## src/rtl/fp_normalize_round.sv

```systemverilog
// Post-adder normalize and round-to-nearest-even stage for single-precision add/sub.
// Left-normalizes one bit per cycle and packs the IEEE result with exception flags.
module fp_normalize_round #(
  parameter int unsigned EXP_W = 8,
  parameter int unsigned MAN_W = 23
) (
  input  logic                     clk,
  input  logic                     rst_n,
  input  logic                     in_valid,
  output logic                     in_ready,
  input  logic [MAN_W+1:0]         mantissa_sum,
  input  logic                     result_sign,
  input  logic [EXP_W-1:0]         exp_in,
  input  logic [2:0]               grs_in,
  output logic                     out_valid,
  input  logic                     out_ready,
  output logic [EXP_W+MAN_W:0]     result,
  output logic                     flag_overflow,
  output logic                     flag_underflow,
  output logic                     flag_inexact,
  output logic                     flag_zero
);

  localparam int unsigned DP_W    = MAN_W + 2;
  localparam int unsigned XE_W    = EXP_W + 2;
  localparam int unsigned RES_W   = EXP_W + MAN_W + 1;
  localparam int unsigned CNT_W   = $clog2(MAN_W + 1);
  localparam int unsigned EXP_MAX = (1 << EXP_W) - 1;

  typedef enum logic [2:0] {IDLE, PRE, NORM, ROUND, OUT} state_t;

  state_t            state;
  logic [DP_W-1:0]   mant;
  logic [XE_W-1:0]   exp_q;
  logic              g, r, s;
  logic              sign_q;
  logic [CNT_W-1:0]  cnt;

  logic              round_up_c;
  logic              inexact_c;
  logic [DP_W-1:0]   mant_inc_c;
  logic [DP_W-2:0]   mant_rnd_c;
  logic [XE_W-1:0]   exp_rnd_c;
  logic              overflow_c;
  logic [EXP_W-1:0]  field_c;
  logic [RES_W-1:0]  rnd_result_c;
  logic [DP_W-1:0]   norm_mant_c;
  logic [XE_W-1:0]   norm_exp_c;

  // Rounding and packing of the current normalized value
  always_comb begin
    round_up_c = g & (r | s | mant[0]);
    inexact_c  = g | r | s;
    mant_inc_c = mant + DP_W'(round_up_c);
    mant_rnd_c = mant_inc_c[DP_W-2:0];
    exp_rnd_c  = exp_q;
    if (mant_inc_c[DP_W-1]) begin
      mant_rnd_c = mant_inc_c[DP_W-1:1];
      exp_rnd_c  = exp_q + XE_W'(1);
    end
    overflow_c = (exp_rnd_c >= XE_W'(EXP_MAX));
    // A denormal keeps exp==1 internally but packs a zero exponent field
    field_c    = mant_rnd_c[MAN_W] ? exp_rnd_c[EXP_W-1:0] : '0;
    if (overflow_c)
      rnd_result_c = {sign_q, {EXP_W{1'b1}}, {MAN_W{1'b0}}};
    else
      rnd_result_c = {sign_q, field_c, mant_rnd_c[MAN_W-1:0]};
  end

  // One-bit left shift pulling the guard bit into the LSB
  always_comb begin
    norm_mant_c = {mant[DP_W-2:0], g};
    norm_exp_c  = exp_q - XE_W'(1);
  end

  always_ff @(posedge clk or negedge rst_n) begin
    if (!rst_n) begin
      state          <= IDLE;
      in_ready       <= 1'b1;
      out_valid      <= 1'b0;
      result         <= '0;
      flag_overflow  <= 1'b0;
      flag_underflow <= 1'b0;
      flag_inexact   <= 1'b0;
      flag_zero      <= 1'b0;
      mant           <= '0;
      exp_q          <= '0;
      g              <= 1'b0;
      r              <= 1'b0;
      s              <= 1'b0;
      sign_q         <= 1'b0;
      cnt            <= '0;
    end else begin
      case (state)
        IDLE: begin
          if (in_valid) begin
            mant     <= mantissa_sum;
            exp_q    <= XE_W'(exp_in);
            {g, r, s} <= grs_in;
            sign_q   <= result_sign;
            in_ready <= 1'b0;
            state    <= PRE;
          end
        end
        PRE: begin
          cnt <= '0;
          if (mant == '0 && {g, r, s} == 3'b000) begin
            result    <= {sign_q, (RES_W-1)'(0)};
            flag_zero <= 1'b1;
            state     <= OUT;
          end else if (mant[DP_W-1]) begin
            mant  <= mant >> 1;
            exp_q <= exp_q + XE_W'(1);
            g     <= mant[0];
            r     <= g;
            s     <= r | s;
            state <= ROUND;
          end else if (!mant[MAN_W] && exp_q > XE_W'(1)) begin
            state <= NORM;
          end else begin
            state <= ROUND;
          end
        end
        NORM: begin
          mant  <= norm_mant_c;
          g     <= r;
          r     <= 1'b0;
          exp_q <= norm_exp_c;
          cnt   <= cnt + CNT_W'(1);
          if (norm_mant_c[MAN_W] || norm_exp_c == XE_W'(1) || cnt == CNT_W'(MAN_W - 1))
            state <= ROUND;
        end
        ROUND: begin
          result         <= rnd_result_c;
          flag_overflow  <= overflow_c;
          flag_inexact   <= inexact_c | overflow_c;
          flag_underflow <= !overflow_c && field_c == '0 && inexact_c;
          flag_zero      <= !overflow_c && rnd_result_c[RES_W-2:0] == '0;
          out_valid      <= 1'b1;
          state          <= OUT;
        end
        OUT: begin
          // Zero results arrive here straight from PRE; out_valid follows a cycle later
          if (out_valid && out_ready) begin
            out_valid      <= 1'b0;
            flag_overflow  <= 1'b0;
            flag_underflow <= 1'b0;
            flag_inexact   <= 1'b0;
            flag_zero      <= 1'b0;
            in_ready       <= 1'b1;
            state          <= IDLE;
          end else begin
            out_valid <= 1'b1;
          end
        end
        default: state <= IDLE;
      endcase
    end
  end

endmodule

```

## config.mk

```make
export PLATFORM = sky130hd
export DESIGN_NAME = fp_normalize_round
export DESIGN_NICKNAME = d
export VERILOG_FILES = /design/src/rtl/fp_normalize_round.sv
export SDC_FILE = /design/constraint.sdc
export NUM_CORES = 1
export LEC_CHECK = 0
export ABC_AREA = 0
export CORE_AREA = 4 4 104 155
export CTS_BUF_LIST = sky130_fd_sc_hd__clkbuf_4
export CTS_CLUSTER_SIZE = 20
export DETAILED_ROUTE_END_ITERATION = 10
export DIE_AREA = 0 0 108 159
export GPL_TIMING_DRIVEN = 0
export PLACE_DENSITY = 0.63
export SYNTH_ARGS = -nofsm -noshare
export SYNTH_HDL_FRONTEND = slang
export SYNTH_SLANG_ARGS = --single-unit
```

## constraint.sdc

```tcl
create_clock -name clk -period 4.01 [get_ports clk]
set_clock_uncertainty 0.05 [all_clocks]
set_input_delay 0.401 -clock clk [delete_from_list [all_inputs] [get_ports clk]]
set_output_delay 0.401 -clock clk [all_outputs]
set_load 0.005 [all_outputs]
```

==> flow_metrics.env, run 1 <==
export IMPL_synthAdderAreaFrac_pct=1.52
export IMPL_dp_hpwl_um=15400
export IMPL_drc_errors=0
export IMPL_fp_dieH_um=159
export IMPL_power_density_mw_per_mm2=856
export IMPL_grt_overflow=0
export IMPL_synth_xor_area_share_pct=3.34
export IMPL_synthFlopType="dfrtp_1"
export IMPL_postPlaceCellArea_mm2=0.00682
export IMPL_syn_num_nets=772
export IMPL_area_growth_pct=21.2
export IMPL_cts_tree="done"
export IMPL_criticalPathCategory="reg -> reg"
export IMPL_fin_cells=1015
export IMPL_fin_crit_sh_pct=93.7
export IMPL_netSwitchingPower_uw=3060
export IMPL_yosys_area_share_simple_pct=23.9
export IMPL_synthCells=724
export IMPL_dpl_cell_count=999
export IMPL_p_int_uw=2930
export IMPL_hp_class="in -> async"
export IMPL_synth_compound_area_share_pct=27.0
export IMPL_crit_path_top_delay_cell="dfrtp_1"
export IMPL_die_w_um=108
export IMPL_worstSetupStartpointType="flop"
export IMPL_wl_per_cell_um=19.6
export IMPL_status="finished, final reports clean"
export IMPL_max_slew_margin_pct=47.1
export IMPL_numCtsBuffers=9
export IMPL_final_common_cell="nand2_1"
export IMPL_antenna_left=0
export IMPL_cp_top_family="simple AND/OR/NAND/NOR gates"
export IMPL_nets=861
export IMPL_synth_edf_count=0
export IMPL_row_count=54
export IMPL_irDropWorstVdd_mv=0.486
export IMPL_grt_pass1_wl_um=32100
export IMPL_drive_gt1_share_pct=7.33
export IMPL_tightestPinTransition_ps=786
export IMPL_pre_cts_slack_ps=-129
export IMPL_stdcell_area_mm2=0.00699
export IMPL_ys_seq_area_share_pct=36.9
export IMPL_syn_area_per_cell_um2=7.97
export IMPL_most_common_layout_cells="nand2_1, dfrtp_1, clkdlybuf4s50_1"
export IMPL_async_flop_share_pct=100
export IMPL_htree_levels=3
export IMPL_combPwrFrac_pct=65.3
export IMPL_routed_wl_um=19900
export IMPL_fin_crit_ps=3760
export IMPL_hold_viol=0
export IMPL_slowest_delay_ps=560
export IMPL_syn_area_mm2=0.00577
export IMPL_cts_max_path_buffers=2
export IMPL_crit_buf_inv=2
export IMPL_rr_worst_depth=13
export IMPL_grt_max_degree=46
export IMPL_maxSlewViolCount=0
export IMPL_multi_input_area_mm2=0.00332
export IMPL_num_vias=6026
export IMPL_synth_top_family_by_area="compound AO/OA/AOI/OAI gates"
export IMPL_clock_latency_ps=480
export IMPL_synth_mux_area_share_pct=1.26
export IMPL_grt_pass1_vias=5889
export IMPL_switching_share_pct=51.1
export IMPL_cp_arrival_ps=4100
export IMPL_seqPwrFrac_pct=26.0
export IMPL_r2r_start="g$_DFFE_PN0P_"
export IMPL_die_area_mm2=0.0172
export IMPL_ios=79
export IMPL_root_buffer="clkbuf_4"
export IMPL_clock_fmax_mhz=266
export IMPL_crit_required_ps=4360
export IMPL_finalSetupViolations=0
export IMPL_drt_initial_drc_count=319
export IMPL_cp_max_fo=10
export IMPL_fillerInstances=1530
export IMPL_cts_reportedPaths_clkPinSlew_ps=170
export IMPL_core_mm2=0.0147
export IMPL_leakage_uw=0.00271
export IMPL_r2r_end="flag_zero$_DFFE_PN0P_"
export IMPL_synth_seq_cells=85
export IMPL_antenna_found_initial=1
export IMPL_power_total_uw=5980
export IMPL_worstPathCellList="and2_1 > ha_1 > nand3_2 > or4_1 > buf_2 > o21ai_4 > nand2_1 > clkbuf_1 > a21oi_1 > a32oi_1 > nor4_1 > o2111ai_1 > o21ai_1"
export IMPL_cts_sink_count=85
export IMPL_fin_setup_tns_ps=0
export IMPL_seqCellArea_mm2=0.00213
export IMPL_place_gp_congestion=0.894
export IMPL_worstSetupEndpointType="flop"
export IMPL_reg2reg_setup_slack_ps=250
export IMPL_start_util_pct=39.3
export IMPL_routed_via_density=5.94
export IMPL_yosys_warnings=0
export IMPL_grt_usage_pct=23.5
export IMPL_io_buffers=78
export IMPL_first_pass_iters=5
export IMPL_fin_ws_ps=254
export IMPL_synth_distinct_cells=68
export IMPL_maxCapViolCount=0
export IMPL_power_frac_clock_pct=8.8
[power by group through the flow]
stage	Combinational [µW]	Clock, µW	Sequential, µW
after CTS	3900	529	1540
after floorplan	2550	0	1490
after detailed placement	3880	0	1560
after global placement	3820	0	1550
after global routing	4320	569	1610
final	3910	524	1550
[how the worst max path moves through the flow]
stage	from	to	slack, ps	cells after the start
2_1_floorplan	mant[0]$_DFFE_PN0P_	result[13]$_DFFE_PN0P_	870	13
3_3_place_gp	rst_n	result[12]$_DFFE_PN0P_	-730	1
3_5_place_dp	mant[0]$_DFFE_PN0P_	flag_underflow$_DFFE_PN0P_	-130	12
4_1_cts	mant[0]$_DFFE_PN0P_	flag_underflow$_DFFE_PN0P_	20	12
5_1_grt	mant[0]$_DFFE_PN0P_	flag_zero$_DFFE_PN0P_	-8	13
6_report	g$_DFFE_PN0P_	flag_zero$_DFFE_PN0P_	250	13
[metal layers]
metal  track usage (%)  routed length [µm]  share of wire (%)
met5                 0                   0                  0
met3              2.68                 851                4.3
met1              30.6                8430                 42
met2              40.4               10200                 51
met4              7.24                 421                2.1
[what timing repair did]
item,4_1_cts,5_1_grt
buffers inserted,0,0
hold buffers,1,0
setup endpoints to repair,11,33
endpoints found under the hold margin,39,0
gates resized for setup,2,5
[stage by stage]
stage	utilization (%)	hold slack, ps
final	47.7	365
after global placement	46.3	414
after CTS	47.6	396
after detailed placement	46.5	375
after floorplan	-	55.4
after global routing	47.7	389
[cell type report]
| type | count | share of cell area, % |
|---|---|---|
| buffer | 69 | 4.20 |
| clock buffer | 9 | 0.966 |
| tap | 196 | 3.51 |
| antenna | 1 | 0.0358 |
| clock inverter | 7 | 1.06 |
| timing repair buffer | 80 | 11.7 |
| sequential | 85 | 30.4 |
| multi-input combinational | 555 | 47.4 |
| inverter | 13 | 0.698 |
[cells in the mapped netlist (8+ instances only)]
library cell | n | area [µm²]
xnor2_1 | 13 | 114
a22o_1 | 14 | 123
nand2_1 | 96 | 360
xor2_1 | 9 | 78.8
o22ai_1 | 8 | 50.1
a22oi_1 | 25 | 188
buf_2 | 13 | 65.1
a21oi_1 | 48 | 240
inv_1 | 13 | 48.8
nor4_1 | 14 | 87.6
a211oi_1 | 9 | 67.6
and3_1 | 10 | 62.6
nor2_1 | 70 | 263
o21ai_0 | 50 | 250
nand4_1 | 14 | 87.6
nand3_1 | 25 | 125
a31oi_1 | 28 | 175
dfrtp_1 | 84 | 2100
clkbuf_1 | 50 | 188
nor3_1 | 20 | 100
a32o_1 | 8 | 80.1
[flip-flops by register name, indices dropped and copies added (netlist names)]
register        flops
sign_q              1
r                   1
flag_overflow       1
flag_underflow      1
in_ready            1
flag_inexact        1
out_valid           1
state               3
exp_q              10
flag_zero           1
g                   1
s                   1
cnt                 5
result             32
mant               25
[kinds of logic (layout without fill, tap and decap cells)]
kind of cell             count (synthesis)  in the layout
AO/OA/AOI/OAI                          235            235
multiplexers                             7              7
other                                    0              1
flip-flops                              85             85
adder cells (fa/ha/maj)                  7              7
XOR/XNOR                                22             22
AND/OR/NAND/NOR                        284            284
buffers and inverters                   84            178
Note: power is estimated with default switching activity, not from simulation.
==> inputs of run 2 (changes only) <==
- CORE_AREA: 4 4 104 155 -> 2 2 102 153
- DIE_AREA: 0 0 108 159 -> 0 0 104 155
- GPL_ROUTABILITY_DRIVEN: default -> 0
==> run 2 against run 1 <==
  * Sequential share of layout area fell by 0.088 points
  * Cell count rose by 0.49%
  * Clock power rose by 9.0%
  * Critical path type unchanged
  * Flip-flop and latch count did not move
  * Via count fell by 0.25%
  * Largest power group unchanged
  * Setup slack barely moved
  * Critical endpoint is now result[1]$_DFFE_PN0P_
==> flow_metrics.env, run 2 (same netlist as run 1, synthesis figures left out) <==
export IMPL_status="finished, final reports clean"
export IMPL_dp_hpwl_um=14200
export IMPL_root_buffer="clkbuf_4"
export IMPL_clock_fmax_mhz=266
export IMPL_cts_setup_buffers=0
export IMPL_fin_crit_ps=3760
export IMPL_crit_required_ps=4360
export IMPL_routed_via_density=5.89
export IMPL_drc_errors=0
export IMPL_hp_class="in -> async"
export IMPL_cts_tree="done"
export IMPL_wl_per_cell_um=18.1
export IMPL_power_density_mw_per_mm2=852
export IMPL_cp_max_fo=10
export IMPL_largestRegisters="result (32), mant (25), exp_q (10)"
export IMPL_numCtsBuffers=9
export IMPL_core_mm2=0.0149
export IMPL_fin_crit_sh_pct=93.7
export IMPL_dpl_cell_count=1002
export IMPL_grt_pass1_vias=5749
export IMPL_hold_viol=0
export IMPL_grt_max_degree=48
export IMPL_clock_latency_ps=480
export IMPL_largest_register_ffs=32
export IMPL_num_vias=6011
export IMPL_die_w_um=104
export IMPL_grt_busiest_layer="met2"
export IMPL_irDropWorstVdd_mv=0.286
export IMPL_row_count=55
export IMPL_seqCellArea_mm2=0.00213
export IMPL_crit_start="exp_q[1]$_DFFE_PN0P_"
export IMPL_max_slew_margin_pct=10.6
export IMPL_start_util_pct=38.8
export IMPL_htree_levels=3
export IMPL_io_buffers=78
export IMPL_maxCapViolCount=0
export IMPL_criticalPathCategory="reg -> reg"
export IMPL_multi_input_area_mm2=0.00331
export IMPL_maxSlewViolCount=0
export IMPL_fin_setup_tns_ps=0
export IMPL_tightestPinTransition_ps=1340
export IMPL_leakage_uw=0.00272
export IMPL_final_common_cell="nand2_1"
export IMPL_grt_pass1_wl_um=29900
export IMPL_grt_overflow=0
export IMPL_first_pass_iters=5
export IMPL_ios=79
export IMPL_rsz0062_at_grt="false"
export IMPL_finalSetupViolations=0
export IMPL_met3_usage_pct=3.94
export IMPL_fillerInstances=1543
export IMPL_grt_usage_pct=23.0
export IMPL_antenna_found_initial=1
export IMPL_antenna_left=0
export IMPL_fp_dieH_um=155
export IMPL_area_growth_pct=21.5
export IMPL_drt_initial_drc_count=586
export IMPL_met2_usage_pct=40.1
export IMPL_die_area_mm2=0.0161
export IMPL_routed_wl_um=18400
export IMPL_nets=863
export IMPL_cp_arrival_ps=4100
export IMPL_largest_register="result"
export IMPL_fin_cells=1020
export IMPL_worstSetupStartpointType="flop"
export IMPL_use_met1_pct=28.2
export IMPL_drive_gt1_share_pct=6.95
export IMPL_cts_reportedPaths_clkPinSlew_ps=140
export IMPL_r2r_start="exp_q[1]$_DFFE_PN0P_"
export IMPL_post_route_util_pct=47.2
export IMPL_power_total_uw=5970
export IMPL_cts_sink_count=85
export IMPL_worstSetupEndpointType="flop"
export IMPL_most_common_layout_cells="nand2_1, dfrtp_1, clkdlybuf4s50_1"
export IMPL_cts_max_path_buffers=2
[run 2: critical path: stages (launching register included)]
cell	delay, ps
dfrtp_1	580
ha_1	210
clkbuf_1	360
and3_1	350
and3_1	180
clkbuf_1	340
nor3_1	110
or3_1	390
o31ai_1	240
a2bb2oi_2	210
buf_2	240
nand2_1	180
o21ai_0	210
[run 2: worst paths after layout]
path	end	slack (ps)	depth (start not counted)
worst max-delay path	result[1]$_DFFE_PN0P_	250	12
worst min-delay path	result[14]$_DFFE_PN0P_	380	2
worst max register to register	result[1]$_DFFE_PN0P_	250	12
worst min register to register	result[30]$_DFFE_PN0P_	440	1
max in group asynchronous	exp_q[0]$_DFFE_PN0P_	2910	3
min in group clk	mant[14]$_DFFE_PN0P_	420	3
[run 2: timing repair]
action                                 in CTS  in global routing
hold buffers                                1                  0
setup endpoints to repair                   0                 32
endpoints found under the hold margin      37                  0
gates resized for setup                     0                  5
[run 2: cell type report]
| type | instances | share of cell area [%] |
|---|---|---|
| inverter | 13 | 0.696 |
| multi-input combinational | 555 | 47.2 |
| buffer | 71 | 4.30 |
| sequential | 85 | 30.4 |
| tap | 199 | 3.55 |
| clock inverter | 7 | 1.29 |
| antenna | 1 | 0.0357 |
| timing repair buffer | 80 | 11.6 |
| clock buffer | 9 | 0.964 |
[run 2: through the flow]
| stage | setup WS [ps] | area [µm²] | hold WS (ps) |
|---|---|---|---|
| 2_1_floorplan | 873 | 5770 | 55.4 |
| 3_3_place_gp | -581 | 6800 | 410 |
| 3_5_place_dp | 103 | 6820 | 360 |
| 4_1_cts | 57.5 | 6990 | 394 |
| 5_1_grt | 28.1 | 7010 | 389 |
| 6_report | 254 | 7010 | 378 |
[run 2: per-layer routing]
layer	vias to the layer above	wire length (µm)
li1	2860	-
met1	2861	7580
met2	242	9280
met3	48	987
met4	0	601
met5	-	0
[run 2: power breakdown]
part	switching (µW)	leakage (µW)	internal (µW)	total, µW
logic	2380	0.00161	1480	3860
registers	288	0.00103	1260	1540
clock network	321	0.0000833	249	571
